==> config.mk <==
export PLATFORM = sky130hd
export DESIGN_NAME = pipelined_adder_flat
export DESIGN_NICKNAME = d
export VERILOG_FILES = /design/src/rtl/pipelined_adder_pkg.sv /design/src/rtl/pipelined_adder_if.sv /design/src/rtl/pipelined_adder_segment.sv /design/src/rtl/pipelined_adder.sv /design/src/flat_wrapper.sv
export SDC_FILE = /design/constraint.sdc
export NUM_CORES = 1
export LEC_CHECK = 0
export CORE_UTILIZATION = 43
export CTS_CLUSTER_DIAMETER = 200
export DETAILED_ROUTE_END_ITERATION = 7
export PLACE_DENSITY_LB_ADDON = 0.05
export SKIP_CTS_REPAIR_TIMING = 1
export SYNTH_ARGS = -nofsm -noshare
export SYNTH_HDL_FRONTEND = slang
export SYNTH_SLANG_ARGS = --single-unit
==> constraint.sdc <==
create_clock -name clk -period 3.8 [get_ports clk]
set_input_delay 0.76 -clock clk [delete_from_list [all_inputs] [get_ports clk]]
set_output_delay 0.76 -clock clk [all_outputs]
set_load 0.05 [all_outputs]
==> src/rtl/pipelined_adder_pkg.sv <==
// Shared ALU definitions: default datapath width and the add/subtract op encoding.
package alu_pkg;

    localparam int   DATA_W = 32;
    localparam logic OP_ADD = 1'b0;
    localparam logic OP_SUB = 1'b1;

endpackage

==> src/rtl/pipelined_adder_if.sv <==
// Valid/ready operand and result bus of the pipelined add/subtract unit.
interface pipelined_adder_if
    import alu_pkg::*;
#(
    parameter int WIDTH = DATA_W
);

    logic             in_valid;
    logic             in_ready;
    logic [WIDTH-1:0] in1;
    logic [WIDTH-1:0] in2;
    logic             sub;
    logic             carry_in;
    logic             out_valid;
    logic             out_ready;
    logic [WIDTH-1:0] sum;
    logic             carry;
    logic             overflow;
    logic             zero;

    modport master (
        output in_valid, in1, in2, sub, carry_in, out_ready,
        input  in_ready, out_valid, sum, carry, overflow, zero
    );

    modport slave (
        input  in_valid, in1, in2, sub, carry_in, out_ready,
        output in_ready, out_valid, sum, carry, overflow, zero
    );

endinterface

==> src/rtl/pipelined_adder_segment.sv <==
// Combinational SEG-bit carry-lookahead adder; one instance resolves one pipeline segment.
module adder_segment #(
    parameter int SEG = 16
) (
    input  logic [SEG-1:0] a_i,
    input  logic [SEG-1:0] b_i,
    input  logic           cin_i,
    output logic [SEG-1:0] sum_o,
    output logic           cout_o,
    output logic           c_msb_in_o
);

    logic [SEG-1:0] genBits;
    logic [SEG-1:0] propBits;
    logic [SEG:0]   carries;
    logic           propChain;
    logic           carryAcc;

    // Each carry is the flat OR of generate terms gated by the propagate chain above them.
    always_comb begin
        genBits   = a_i & b_i;
        propBits  = a_i ^ b_i;
        carries   = '0;
        propChain = 1'b1;
        carryAcc  = 1'b0;
        carries[0] = cin_i;
        for (int i = 0; i < SEG; i++) begin
            propChain = 1'b1;
            carryAcc  = 1'b0;
            for (int j = i; j >= 0; j--) begin
                carryAcc  = carryAcc | (propChain & genBits[j]);
                propChain = propChain & propBits[j];
            end
            carries[i+1] = carryAcc | (propChain & cin_i);
        end
        sum_o      = propBits ^ carries[SEG-1:0];
        cout_o     = carries[SEG];
        c_msb_in_o = carries[SEG-1];
    end

endmodule

==> src/rtl/pipelined_adder.sv <==
// Pipelined add/subtract unit: one lookahead segment per stage, registered carry between stages,
// valid/ready handshake with a global stall on backpressure.
module pipelined_adder
    import alu_pkg::*;
#(
    parameter int WIDTH = DATA_W,
    parameter int SEG   = 16
) (
    input logic              clk,
    input logic              rst_n,
    pipelined_adder_if.slave bus
);

    localparam int               STAGES   = WIDTH / SEG;
    localparam logic [WIDTH-1:0] SEG_MASK = {WIDTH{1'b1}} >> (WIDTH - SEG);

    logic              advance;
    logic [STAGES-1:0] valid_q;
    logic [STAGES-1:0] valid_d;
    logic [STAGES-1:0] carry_q;
    logic [STAGES-1:0] carry_d;
    logic [WIDTH-1:0]  a_q   [STAGES];
    logic [WIDTH-1:0]  a_d   [STAGES];
    logic [WIDTH-1:0]  b_q   [STAGES];
    logic [WIDTH-1:0]  b_d   [STAGES];
    logic [WIDTH-1:0]  sum_q [STAGES];
    logic [WIDTH-1:0]  sum_d [STAGES];
    logic              overflow_q;
    logic              overflow_d;

    assign advance = ~valid_q[STAGES-1] | bus.out_ready;

    // B is inverted and the carry-in resolved at entry, so the op travels as plain operands.
    for (genvar k = 0; k < STAGES; k++) begin : gen_stage
        logic [WIDTH-1:0] aIn;
        logic [WIDTH-1:0] bIn;
        logic [WIDTH-1:0] sumIn;
        logic             cIn;
        logic [SEG-1:0]   segSum;
        logic             segCout;
        logic             segCmsb;

        if (k == 0) begin : gen_entry
            assign aIn        = bus.in1;
            assign bIn        = (bus.sub == OP_ADD) ? bus.in2 : ~bus.in2;
            assign cIn        = (bus.sub == OP_SUB) | bus.carry_in;
            assign sumIn      = '0;
            assign valid_d[k] = bus.in_valid;
        end else begin : gen_chain
            assign aIn        = a_q[k-1];
            assign bIn        = b_q[k-1];
            assign cIn        = carry_q[k-1];
            assign sumIn      = sum_q[k-1];
            assign valid_d[k] = valid_q[k-1];
        end

        adder_segment #(
            .SEG (SEG)
        ) u_segment (
            .a_i        (aIn[k*SEG +: SEG]),
            .b_i        (bIn[k*SEG +: SEG]),
            .cin_i      (cIn),
            .sum_o      (segSum),
            .cout_o     (segCout),
            .c_msb_in_o (segCmsb)
        );

        assign a_d[k]     = aIn;
        assign b_d[k]     = bIn;
        assign carry_d[k] = segCout;
        assign sum_d[k]   = (sumIn & ~(SEG_MASK << (k*SEG))) | (WIDTH'(segSum) << (k*SEG));

        if (k == STAGES - 1) begin : gen_last
            assign overflow_d = segCmsb ^ segCout;
        end
    end

    // Every stage shifts together or holds together; no bubble squeezing.
    always_ff @(posedge clk or negedge rst_n) begin
        if (!rst_n) begin
            valid_q    <= '0;
            carry_q    <= '0;
            overflow_q <= 1'b0;
            for (int k = 0; k < STAGES; k++) begin
                a_q[k]   <= '0;
                b_q[k]   <= '0;
                sum_q[k] <= '0;
            end
        end else if (advance) begin
            valid_q    <= valid_d;
            carry_q    <= carry_d;
            overflow_q <= overflow_d;
            for (int k = 0; k < STAGES; k++) begin
                a_q[k]   <= a_d[k];
                b_q[k]   <= b_d[k];
                sum_q[k] <= sum_d[k];
            end
        end
    end

    assign bus.in_ready  = advance;
    assign bus.out_valid = valid_q[STAGES-1];
    assign bus.sum       = sum_q[STAGES-1];
    assign bus.carry     = carry_q[STAGES-1];
    assign bus.overflow  = overflow_q;
    assign bus.zero      = (sum_q[STAGES-1] == '0);

endmodule

==> src/flat_wrapper.sv <==
// flat-port wrapper written by rule: the top's interface ports become plain ports
module pipelined_adder_flat import alu_pkg::*;
#(
    parameter int WIDTH = DATA_W,
    parameter int SEG   = 16
)
  (clk, rst_n, bus_in_valid, bus_in1, bus_in2, bus_sub, bus_carry_in, bus_out_ready, bus_in_ready, bus_out_valid, bus_sum, bus_carry, bus_overflow, bus_zero);
  pipelined_adder_if #(.WIDTH(WIDTH)) bus_i ();
  input logic clk;
  input logic rst_n;
  input wire logic [$bits(bus_i.in_valid)-1:0] bus_in_valid;
  input wire logic [$bits(bus_i.in1)-1:0] bus_in1;
  input wire logic [$bits(bus_i.in2)-1:0] bus_in2;
  input wire logic [$bits(bus_i.sub)-1:0] bus_sub;
  input wire logic [$bits(bus_i.carry_in)-1:0] bus_carry_in;
  input wire logic [$bits(bus_i.out_ready)-1:0] bus_out_ready;
  output wire logic [$bits(bus_i.in_ready)-1:0] bus_in_ready;
  output wire logic [$bits(bus_i.out_valid)-1:0] bus_out_valid;
  output wire logic [$bits(bus_i.sum)-1:0] bus_sum;
  output wire logic [$bits(bus_i.carry)-1:0] bus_carry;
  output wire logic [$bits(bus_i.overflow)-1:0] bus_overflow;
  output wire logic [$bits(bus_i.zero)-1:0] bus_zero;
  assign bus_i.in_valid = bus_in_valid;
  assign bus_i.in1 = bus_in1;
  assign bus_i.in2 = bus_in2;
  assign bus_i.sub = bus_sub;
  assign bus_i.carry_in = bus_carry_in;
  assign bus_i.out_ready = bus_out_ready;
  assign bus_in_ready = bus_i.in_ready;
  assign bus_out_valid = bus_i.out_valid;
  assign bus_sum = bus_i.sum;
  assign bus_carry = bus_i.carry;
  assign bus_overflow = bus_i.overflow;
  assign bus_zero = bus_i.zero;
  pipelined_adder #(.WIDTH(WIDTH), .SEG(SEG)) u_core (.clk(clk), .rst_n(rst_n), .bus(bus_i));
endmodule
# Yosys cells after proc, flatten, opt, wreduce, memory -nomap -nowiden
# Cells that the tools add are included.
[totals]
reg_bits = 117
output_inout_bits = 37
wordCells = 805
[op_classes]
muxes = 1
bitwise = 796
n_reduce_logical = 1
[op_table]
columns = ["op", "count"]
rows = [
  ["$and A1 B1 Y1", 512],
  ["$or A1 B1 Y1", 274],
  ["$xor A16 B16 Y16", 4],
  ["$and A16 B16 Y16", 2],
  ["$logic_not A32 Y1", 1],
  ["$mux W32", 1],
  ["$not A32 Y32", 1],
  ["$or A16 B32 Y32", 1],
  ["$not A1 Y1", 1],
  ["$xor A1 B1 Y1", 1],
]

# Depth between registers and ports, before layout
# Gate-level depths: netlist (run 1).
[logic_depth]
depth_word = 20
depth_mapped = 10

# Cells and area by module
# Synthesis (run 1) repeated with hierarchy kept, for this count alone.
[unflattened]
hier_cells = 456
hier_area_um2 = 5283.8
[by_module_without_submodules]
columns = ["mod", "instances", "cells_each", "area_each_um2"]
rows = [
  ["pipelined_adder", 1, 248, 3656.0],
  ["adder_segment at u_core.gen_stage[0].u_segment", 1, 111, 868.3],
  ["adder_segment at u_core.gen_stage[1].u_segment", 1, 97, 759.5],
]

# Worst setup path after synthesis (run 1)
# No wires, ideal clock.
[synth_timing]
path_kind = "input to register"
startpoint = "input port bus_sub"
endpoint = "register u_core.sum_q (netlist bit u_core.gen_stage[1].sumIn[9])"
arrival_time_ps = 3049
setup_slack_ps = 631
stages = 10
path_buffers = 2
path_cell_list = "buf_2 > buf_1 > xor2_1 > ha_1 > a21oi_1 > a21boi_1 > o2111ai_2 > nand2_1 > a211o_1 > a31o_2"
[synth_via]
elab_chain_len = 13
[synth_rtl]
columns = ["element", "line_no", "rtl"]
rows = [
  ["start: declaration", "flat_wrapper.sv:14", "input wire logic [$bits(bus_i.sub)-1:0] bus_sub;"],
  ["$mux W32", "pipelined_adder.sv:45", "assign bIn = (bus.sub == OP_ADD) ? bus.in2 : ~bus.in2;"],
  ["$xor A16 B16 Y16 / $and A16 B16 Y16 (equally long branches)", "pipelined_adder_segment.sv:22, pipelined_adder_segment.sv:21", ""],
  ["$and A1 B1 Y1 (on tied branches)", "pipelined_adder_segment.sv:31, pipelined_adder_segment.sv:32", ""],
  ["$or A1 B1 Y1 (tied with other cells) (7 in a row)", "pipelined_adder_segment.sv:31", "carryAcc = carryAcc | (propChain & genBits[j]);"],
  ["$or A1 B1 Y1 / $and A1 B1 Y1 (equally long branches)", "pipelined_adder_segment.sv:31, pipelined_adder_segment.sv:34", ""],
  ["$or A1 B1 Y1", "pipelined_adder_segment.sv:34", "carries[i+1] = carryAcc | (propChain & cin_i);"],
  ["$xor A16 B16 Y16 (*)", "pipelined_adder_segment.sv:36", "sum_o = propBits ^ carries[SEG-1:0];"],
  ["end signal: indexed assignment", "pipelined_adder.sv:96", "sum_q[k] <= sum_d[k];"],
  ["end: declaration", "pipelined_adder.sv:26", "logic [WIDTH-1:0] sum_q [STAGES];"],
]
# Mark *: on every way between the ends. The rest lies on a longest branch, timed or not.
# A chain may end at the register's enable or synchronous reset.

# Worst setup path in the final report (run 1)
[layout_timing]
startpoint = "register u_core.sum_q (netlist bit u_core.bus.sum[1])"
endpoint = "output port bus_zero"
[layout_via]
elab_chain_len = 1
[layout_rtl]
columns = ["element", "line_no", "rtl"]
rows = [
  ["$logic_not A32 Y1", "pipelined_adder.sv:106", "assign bus.zero = (sum_q[STAGES-1] == '0);"],
  ["end: declaration", "flat_wrapper.sv:22", "output wire logic [$bits(bus_i.zero)-1:0] bus_zero;"],
]
# Every way passes these cells.

==> impl.org, run 1 <==
** Outcome
- The run finished with clean final reports.

** Yosys
- Synth Warn # :: 0
- After synthesis the cells add up to between 0.004 and 0.005 mm2.
- Summing the sequential cell areas from Yosys gives a little over two fifths of the chip area.
- After synthesis, the share of flip-flops with an asynchronous set or reset is between 90% and 100%.
- Avg Inst Size Synth :: between 9 and 10 um2
- After synthesis the netlist holds a flip-flop and latch count of 85.
- The cell count after synthesis came out at ~540.
- Synthesis produced a netlist with a net count of 644.
- Yosys cell types :: between 40 and 50
- Number of flops mapped to enable cells by yosys :: 0
- Most common flop cell mapped by yosys :: sky130_fd_sc_hd__dfrtp_1

** Global route
- Total global routing overflow :: 0
- Initial antenna violation count :: 0
- Wire length of the first global-routing pass :: 18000 um
- Global router's overall resource usage :: 19.9%
- Maximum number of pins on one net before global-route repair :: 99
- Vias in the first global route :: 3794

** Drt
- Count of TritonRoute iterations in the first routing pass :: 6
- DRC marker count from the first detailed-route iteration :: between 150 and 200
- Dividing the detail-routed via count by the number of cells gives around 5.2.
- After detailed routing, the average wire length per cell comes to between 10 and 15 um.
- The final layout contains routed wiring with a total length of roughly 11000 um.
- Summing over every cut layer, the via total after detailed routing is ~4100.
- Remaining antenna violation count :: 0
- For this run, design rule violations remaining after detail routing come to 0.

** Worst setup path
- The worst register-to-register path begins at u_core.gen_stage[1].bIn[16].
- Family with the most delay on the worst path :: simple AND/OR/NAND/NOR gates
- FF-to-FF End :: u_core.bus.overflow
- The slowest stage of the critical path belongs to the cell sky130_fd_sc_hd__clkdlybuf4s50_1.
- Walking the worst path, the cells encountered are nor4_1, nand4_1, nor2_1, clkdlybuf4s50_1.
- For this run, the slowest stage of the critical path takes between 800 and 900 ps.
- Together, buffers and inverters on the worst path number 1.
- For the worst flop-to-flop path, the logic depth is 7.
- Nature of the critical path endpoint :: primary output
- Worst Path Class, Setup :: reg -> out
- Crit Path Max Fanout :: 3
- Startpoint types :: flip-flop
- WP data required :: slightly above 3000 ps
- At the worst endpoint, the arrival time is between 2000 and 3000 ps.
- Across all register-to-register paths, the minimum setup slack is 1440 ps.

** CTS
- Number of sinks driven by the clock tree :: 85
- Clk root buf :: sky130_fd_sc_hd__clkbuf_8
- The clock passes through at most 2 buffers.
- Clock-pin transition on the worst setup and hold timing paths :: 90 ps
- TritonCTS built the clock tree.
- TritonCTS created 9 clock buffers.
- Clock network latency to the later pin of the worst-skew pair :: between 300 and 400 ps
- The H-tree was split into 3 levels.

** Job
- Across the run, the number of max-cap violations was 0.

** Timing
- Worst-case headroom to the max-slew limit :: 30.2%
- Post-Route Setup TNS :: 0 ps
- After layout, the minimum clock period comes to between 3000 and 4000 ps.
- Post-route setup slack :: approximately 530 ps
- Post-route clock period utilization :: between 80% and 90%
- Final setup violation count :: 0
- Setup repair after global routing missed its margin :: no
- Max-slew violation total from the final report :: 0
- Hold Violations, Final :: 0
- Tightest Pin Transition :: between 1000 and 1500 ps
- Worst Skew :: roughly 12 ps
- Static timing analysis puts the maximum clock frequency at around 310 MHz.

** Power and ir drop
- Power comes to about 3.7 mW.
- Internal power comes to ~2.1 mW.
- Switching power :: 1.58 mW
- Of the total power, combinational logic draws a little under half.
- For this design the ratio of total power to cell area is about 600 mW/mm2.
- Per report_power, the sequential group accounts for about 37% of the total.
- The analysis attributes to cell leakage a power of about 2.8 nW.
- The share of total power dissipated in the clock network is between 15 and 20%.
- IR analysis of the VDD net gives a maximum drop of around 0.44 mV.
- Net switching is between 40% and 50% of the power.

** Cells and area
- Number of antenna repair diodes :: 0
- Across the whole layout, storage elements account for approximately 0.0021 mm2.
- The count of cells in the finished layout, fillers not included, comes to 782.
- Fill cells in the final layout number ~1000.
- Share of final-layout standard cells stronger than drive strength 1 :: 4.67%
- Measured on the finished design, the core utilization comes to ~57%.
- Net total in the final layout :: between 700 and 800
- The multi-input combinational cells in the finished layout cover a total of 0.00260 mm2.
- P&R area growth vs syn :: 28.4%

** Floorplan
- The die is 108 um wide.
- The floorplan step defined a die boundary enclosing around 0.012 mm2.
- Count of boundary I/O pins :: 107
- After floorplanning, the core was sized to cover between 0.01 and 0.015 mm2.
- Number of placement rows :: 38
- Initial Utilization :: 44.5%
- Die Y-Extent :: 108 um

** Placement
- During placement, the flow inserted port buffers numbering between 100 and 150.
- Once placement completed, the tool counted placed cells totaling approximately 770.
- Post-placement setup slack :: slightly above 500 ps
- Detailed placement finished with a half-perimeter wire length of 8000 um.
- Final weighted congestion of routability-driven global placement :: ~0.85

** Hold path
- Launch instance of the worst min-delay path :: u_core.valid_q[0]
- Endpoint, Worst Hold :: u_core.valid_q[0]
- WHS Path Cells :: 2
- The tightest min-delay check is of the reg -> reg type.
[metal layers]
metal	track usage, %	part of all wire (%)
met1	27.8	50
met2	30.7	45
met3	4.70	4.0
met4	5.48	0.74
met5	0	0
[synthesized netlist by cell type (all sizes together) (4+ instances only)]
library cell	number	area [um2]
a211oi	7	57.6
a21boi	4	30.0
a21o	8	60.1
a21oi	30	150
a31oi	5	31.3
buf	7	27.5
clkbuf	16	60.1
dfrtp	85	2130
ha	34	425
inv	10	37.5
nand2	139	522
nand2b	6	37.5
nand3	4	20.0
nand4	6	37.5
nor2	29	109
nor3	12	60.1
nor4	8	50.1
o21a	6	45.0
o21ai	31	155
o21bai	4	30.0
o31ai	13	97.6
xnor2	24	210
xor2	22	193
[layout make-up]
class | count | area share (%)
tap | 140 | 2.82
clock buffer | 10 | 2.05
sequential | 85 | 34.2
multi-input combinational | 420 | 41.8
clock inverter | 6 | 1.03
timing repair buffer | 111 | 17.5
inverter | 10 | 0.604
[placed cells by master (no fill, tap or decap), types with 3 or more instances in the layout]
master	netlist	routed
sky130_fd_sc_hd__a21oi_1	30	30
sky130_fd_sc_hd__xnor2_1	24	24
sky130_fd_sc_hd__o21a_1	6	6
sky130_fd_sc_hd__a211oi_1	6	6
sky130_fd_sc_hd__a21o_1	8	8
sky130_fd_sc_hd__nor2_1	29	29
sky130_fd_sc_hd__o21bai_1	4	4
sky130_fd_sc_hd__nand4_1	6	6
sky130_fd_sc_hd__a211o_1	3	3
sky130_fd_sc_hd__o31ai_1	13	13
sky130_fd_sc_hd__clkdlybuf4s50_1	0	103
sky130_fd_sc_hd__inv_1	10	9
sky130_fd_sc_hd__o21ai_0	30	30
sky130_fd_sc_hd__nor3_1	12	12
sky130_fd_sc_hd__ha_1	34	34
sky130_fd_sc_hd__nand2b_1	6	6
sky130_fd_sc_hd__nor4_1	8	8
sky130_fd_sc_hd__nand3_1	4	4
sky130_fd_sc_hd__xor2_1	22	22
sky130_fd_sc_hd__buf_4	0	7
sky130_fd_sc_hd__a31oi_1	5	5
sky130_fd_sc_hd__a21boi_0	3	3
sky130_fd_sc_hd__nand2_1	139	139
sky130_fd_sc_hd__dfrtp_1	85	85
sky130_fd_sc_hd__clkbuf_8	0	9
[cells by family (layout without fill, tap and decap cells)]
group                    count (synthesis)  after routing  share of synthesized area (%)
flip-flops                              85             85                           43.9
XOR/XNOR                                46             46                           8.32
AO/OA/AOI/OAI                          122            122                           16.5
buffers and inverters                   33            137                           2.58
AND/OR/NAND/NOR                        216            216                           19.0
adder cells (fa/ha/maj)                 36             36                           9.61
[worst register-to-register path, delay by kind of cell (launching register included)]
kind            cells  cell delay [ps]
flops               1              390
compound gates      4             1050
simple gates        2              540
fa+ha+maj           1              330
[power by group through the flow]
stage          sequential [mW]  clock [mW]  combinational, mW
2_1_floorplan             1.82           0              0.677
3_3_place_gp              1.36           0               1.70
3_5_place_dp              1.37           0               1.72
4_1_cts                   1.36       0.645               1.73
5_1_grt                   1.39       0.687               1.87
6_report                  1.35       0.623               1.72
[stage by stage]
step,instance area [um2],hold WS (ps)
2_1_floorplan,4840,430
3_3_place_gp,6030,439
3_5_place_dp,6030,449
4_1_cts,6220,469
5_1_grt,6220,496
6_report,6220,466
[state kept, by name, indices dropped and copies added (netlist names)]
register                count
u_core.bus.sum             32
u_core.gen_stage.aIn       16
u_core.gen_stage.bIn       16
u_core.gen_stage.sumIn     16
u_core.carry_q              2
u_core.valid_q              2
u_core.bus.overflow         1
[how the worst max path moves through the flow]
stage                                  from                             to  slack (ps)  depth (start not counted)
after floorplan                     bus_sub   u_core.gen_stage[1].sumIn[9]         630                         10
after global placement           bus_in2[4]  u_core.gen_stage[1].sumIn[13]         560                          9
after detailed placement         bus_in2[4]  u_core.gen_stage[1].sumIn[13]         510                          9
after CTS                 u_core.bus.sum[1]                       bus_zero         520                          4
after global routing      u_core.bus.sum[1]                       bus_zero         380                          4
final                     u_core.bus.sum[1]                       bus_zero         530                          4
(Power assumes the default switching activity.)
==> run 2: changes to the inputs <==
--- a/config.mk
+++ b/config.mk
@@ -6,6 +6,7 @@
 export NUM_CORES = 1
 export LEC_CHECK = 0
 export CORE_UTILIZATION = 43
+export CTS_BUF_LIST = sky130_fd_sc_hd__clkbuf_8
 export CTS_CLUSTER_DIAMETER = 200
 export DETAILED_ROUTE_END_ITERATION = 7
 export PLACE_DENSITY_LB_ADDON = 0.05
==> run 2 against run 1 <==
Compared with the run above: sequential cell count is the same; clock skew is essentially flat; via count is essentially flat; routed wire length shrank 0.40%; sequential power is essentially flat.
==> impl.org, run 2 (synthesis gave the netlist of run 1 again) <==
** Power and ir drop
- Final Power :: ~3.7 mW
- In this run, the clock network consumes 16.8% of the power.
- Switching share of power :: a little over two fifths
- Dividing total power by cell area gives a power density of 593 mW/mm2.
- Power Internal :: ~2.1 mW
- In this run the power spent charging and discharging nets is between 1.5 and 2 mW.
- Per report_power, the sequential group accounts for 36.7% of the total.
- IR Drop Worst-Case VDD :: ~0.44 mV
- Per report_power, the combinational group accounts for between 40% and 50% of the total.
- Static leakage :: around 2.8 nW

** Drt
- Vias :: 4061
- After detailed routing, the average wire length per cell comes to between 10 and 15 um.
- Residual DRC :: 0
- The routed design has between 10000 and 15000 um of wire.
- Remaining antenna violation count :: 0
- DRC marker count from the first detailed-route iteration :: between 150 and 200
- Using the TritonRoute via totals, the vias-per-cell ratio works out to 5.19.
- Count of TritonRoute iterations in the first routing pass :: 4

** Worst setup path
- Nature of the critical path endpoint :: primary output
- Data on the critical path arrives at its endpoint at around 2500 ps.
- Crit Path Max Fanout :: 3
- Startpoint types :: flip-flop
- The setup path with the least slack is of type reg -> out.
- WP data required :: 3040 ps

** CTS
- Level count of the clock H-tree :: 3
- Clk root buf :: sky130_fd_sc_hd__clkbuf_8
- Clock-pin slew was measured on the worst setup and hold paths at about 90 ps.
- TritonCTS created 9 clock buffers.
- The longest clock path from root to sink contains 2 buffers.
- TritonCTS clock tree :: done
- Number of sinks driven by the clock tree :: 85
- Clock network latency to the later pin of the worst-skew pair :: around 360 ps

** Timing
- Maximum operating frequency :: 305 MHz
- The number of hold-slack violations in the final timing report was 0.
- Post-Route Setup TNS :: 0 ps
- Setup repair after global routing missed its margin :: no
- Worst Skew :: approximately 12 ps
- Worst-case headroom to the max-slew limit :: 30.4%
- The final max-slew violation count is 0.
- Setup violations remaining at the end of the flow were counted as 0.
- Post-route clock period utilization :: 86.2%
- Across all hold checks on the routed design, the worst slack comes to between 400 and 500 ps.
- Tightest Pin Transition :: ~1000 ps
- The worst path in the final design needs a cycle of about 3300 ps, including I/O delays and setup.

** Floorplan
- Core Region :: between 0.01 and 0.015 mm2
- For this configuration, the core starts out at a cell density of between 40% and 50%.
- Number of placement rows :: 38
- Die Y-Extent :: between 100 and 150 um
- Count of boundary I/O pins :: roughly 110
- The die is between 100 and 150 um wide.
- DIE AREA :: about 0.012 mm2

** Placement
- The congestion estimate from routability-driven global placement came to 0.846.
- After legalization and detailed placement, the total HPWL measured 8000 um.
- Port Buffer Count :: 106

** Job
- The tool flagged a number of max-cap violations equal to 0.

** Hold path
- The tightest min-delay check is of the reg -> reg type.

** Outcome
- Outcome :: finished clean

** Global route
- Summed over all layers, the global routing overflow is 0.
- The via count of the first global-routing pass was approximately 3800.
- Entering global routing, the biggest net connects slightly below 100 pins.
- Global router's overall resource usage :: slightly below 20%
- Initial antenna violation count :: 0
- The first global-routing pass estimated ~18000 um of wire.

** Cells and area
- Most frequent standard cell in the layout excluding fill and tap cells :: sky130_fd_sc_hd__nand2_1
- Number of flip-flops in the largest register :: 32
- The post-route netlist has under 10% of its cells at a drive strength greater than 1.
- Number of antenna repair diodes :: 0
- Top library cells by usage in the layout, fill and taps aside :: sky130_fd_sc_hd__nand2_1, sky130_fd_sc_hd__clkdlybuf4s50_1, sky130_fd_sc_hd__dfrtp_1, sky130_fd_sc_hd__ha_1
- P&R area growth vs syn :: 28.4%
- Net total in the final layout :: between 700 and 800
==> run 2: cell count changes in the layout (fill, tap and decap cells not counted), sizes merged <==
| cell | delta |
|---|---|
| inv | +1 |
| clkbuf | -1 |
==> run 2: layout make-up <==
cell class                      instances  area [um2]
Clock inverter                          7        67.6
Fill cell                            1039        4670
Multi-Input combinational cell        420        2600
Clock buffer                            9         124
Timing Repair Buffer                  111        1090
Sequential cell                        85        2130
Tap cell                              140         175
Inverter                               10        37.5
==> run 2: power by group through the flow <==
| stage | logic [mW] | clock network [mW] | registers (mW) |
|---|---|---|---|
| after floorplan | 0.677 | 0 | 1.82 |
| after global placement | 1.70 | 0 | 1.36 |
| after detailed placement | 1.72 | 0 | 1.37 |
| after CTS | 1.73 | 0.642 | 1.36 |
| after global routing | 1.87 | 0.685 | 1.39 |
| final | 1.71 | 0.619 | 1.35 |
==> run 2: final timing paths <==
check | startpoint | to | slack (ps) | cells past startpoint
max | u_core.bus.sum[1] | bus_zero | 530 | 4
min | u_core.valid_q[0] | u_core.valid_q[0] | 470 | 2
max reg2reg | u_core.gen_stage[1].bIn[16] | u_core.bus.overflow | 1440 | 7
min reg2reg | u_core.valid_q[0] | u_core.valid_q[0] | 470 | 2
max in group asynchronous | rst_n | u_core.gen_stage[1].bIn[30] | 2550 | 1
min in group asynchronous | rst_n | u_core.bus.sum[13] | 580 | 1
==> run 2: metal layers <==
| layer | wire length (um) | vias up | GRT usage (%) |
|---|---|---|---|
| met5 | 0 | - | 0 |
| met4 | 55 | 0 | 5.48 |
| met3 | 430 | 6 | 4.70 |
| met2 | 4960 | 82 | 30.7 |
| met1 | 5390 | 1918 | 27.8 |
| li1 | - | 2055 | - |
==> run 2: through the flow <==
step	instances	worst slack, ps	util (%)	cell area, um2
after floorplan	538	631	-	4840
after global placement	766	558	55.3	6030
after detailed placement	766	507	55.3	6030
after CTS	782	521	57.1	6220
after global routing	782	377	57.1	6220
final	782	526	57.1	6220
==> run 2: critical path, stage by stage (launching register included) <==
cell,delay (ps)
sky130_fd_sc_hd__dfrtp_1,400
sky130_fd_sc_hd__nor4_1,550
sky130_fd_sc_hd__nand4_1,190
sky130_fd_sc_hd__nor2_1,180
sky130_fd_sc_hd__clkdlybuf4s50_1,830
==> RTL change, RTL diff (config.mk and constraints of run 1) <==
Make the reset (`rst_n`) synchronous in one clocked block.
--- a/src/rtl/pipelined_adder.sv
+++ b/src/rtl/pipelined_adder.sv
@@ -76,7 +76,7 @@
     end
 
     // Every stage shifts together or holds together; no bubble squeezing.
-    always_ff @(posedge clk or negedge rst_n) begin
+    always_ff @(posedge clk) begin
         if (!rst_n) begin
             valid_q    <= '0;
             carry_q    <= '0;
Check against the original RTL: differs if rst_n is asserted again (counterexample within 4 cycles, from zero or initial values and one cycle with rst_n low); with rst_n held inactive, the same outputs for 4 cycles.
==> RTL change against run 1 <==
  * Critical path type unchanged
  * Wire length grew 1.7%
  * Via count is 4.1% lower
  * Sequential cell count unchanged
  * Global-route usage decreased by 1.0 points
  * Count of clock-buffer cells in the layout unchanged
  * Setup slack improved by 0.020 ns
  * Synthesized area increased by 4.7%
  * Final cell count fell by 9.0%
  * Critical endpoint unchanged
  * Synthesized cell count down 15%
  * Design area increased by 6.4%
  * Hold slack got worse by 0.0068 ns
Power is not compared: it rests on default switching activity, and its combinational part moved more than twofold at a synthesized area within 25%.
==> RTL change: results (changes against run 1) <==
Post-Synth Adder-Cell Area 0.0918 (-0.00434); synth top area cells edfxtp_1 (47%), ha_1 (8.4%), and3_1 (4.7%); RD Place Congestion 0.814 (-3.8%); clock skew 0.00922 ns (-0.00260 ns); max reg flops 48 (+50%); Reg2Reg Launch Point u_core.a_q[0][19]; share of post-route cells with drive strength above 1 0.0633 (+0.0165); DRT iter0 DRCs 195 (+19%); CTS clk-pin slew, worst paths 0.06 ns (-0.03 ns); Root Driver clkbuf_16; GRT Total Usage 0.189 (-0.0102); Hold Path Origin u_core.valid_q[0]; share of synthesized registers carrying an async set or reset 0 (-1.00); Synth Area in XOR/XNOR 0.0725 (-0.0107); outcome finished, final reports clean; R2R depth 6 (-1); EDFF count, synth 80 (+80); vias 3892 (-4.1%); largest net degree at the start of global routing 45 (-55%); CP Max Fanout 2 (-1); Synth Area in Compound Gates 0.124 (-0.0410); multiplexer area fraction after synthesis 0.0148 (+0.0148); dpl ws 0.641 ns (+0.133 ns); clock latency on the worst-skew pair 0.33 ns (-0.03 ns); number of global-route vias before repair 3773 (-0.55%); hold endpoint u_core.valid_q[0]; most instantiated cells after synthesis edfxtp_1 (80), nor2_1 (40), and3_1 (38), ha_1 (34), xor2_1 (23); Distinct cells, synth 56 (+19%); syn nets 565 (-12%); WL/cell 15.5 µm (+12%)
-- RTL change: changes by cell type after synthesis, sizes merged, moves of 8 or more --
| cell | delta |
|---|---|
| nand2 | -118 |
| dfrtp | -85 |
| edfxtp | +80 |
| and3 | +36 |
| a21oi | -14 |
| o21ai | -12 |
| o31ai | -12 |
| nor2 | +11 |
| nor3b | +8 |
-- RTL change: area by class of cell --
type,count,area [µm²]
flip-flops and latches,85,2500
multi-input cells,343,2450
inverters,11,41.3
fillers,1001,4850
repair buffers,115,1130
clock buffers,10,229
well taps,143,179
clock inverters,5,76.3
-- RTL change: kinds of logic after synthesis --
logic type               Yosys count
AO/OA/AOI/OAI                     86
flip-flops                        85
XOR/XNOR                          42
buffers and inverters             31
adder cells (fa/ha/maj)           36
multiplexers                       7
AND/OR/NAND/NOR                  172
-- RTL change: how the worst max path moves through the flow --
stage	endpoint	start	slack [ns]
2_1_floorplan	u_core.a_q[0][16]	rst_n	0.46
3_3_place_gp	u_core.sum_q[0][15]	bus_sub	0.69
3_5_place_dp	u_core.sum_q[0][15]	bus_in2[1]	0.64
4_1_cts	bus_zero	u_core.sum_q[0][48]	0.53
5_1_grt	bus_zero	u_core.sum_q[0][48]	0.49
6_report	bus_zero	u_core.sum_q[0][48]	0.55
-- RTL change: power groups by stage --
stage	Clock (µW)	Sequential, µW	Combinational, µW
6_report	901	1200	840
5_1_grt	956	1210	913
4_1_cts	917	1200	844
3_5_place_dp	0	1220	840
3_3_place_gp	0	1220	832
2_1_floorplan	0	1380	401
-- RTL change: metal layers --
metal,vias up,GRT usage,part of all wire
li1,1953,-,-
met1,1829,0.261,0.46
met2,104,0.299,0.47
met3,6,0.0296,0.060
met4,0,0.0711,0.0081
met5,-,0,0
-- RTL change: worst max-delay path, cell delays in order, from the launching register on --
cell and delay (ns):
edfxtp_1 0.42, nor4_1 0.57, nand4_1 0.23, nor2_1 0.14, clkdlybuf4s50_1 0.80
-- RTL change: stage by stage --
stage / std cells / utilization / hold WS [ns] / instance area (µm²)
after floorplan: 459 / - / 0.441 / 5070
after global placement: 697 / 0.550 / 0.449 / 6310
after detailed placement: 697 / 0.550 / 0.457 / 6310
after CTS: 712 / 0.577 / 0.465 / 6620
after global routing: 712 / 0.577 / 0.505 / 6620
final: 712 / 0.577 / 0.459 / 6620
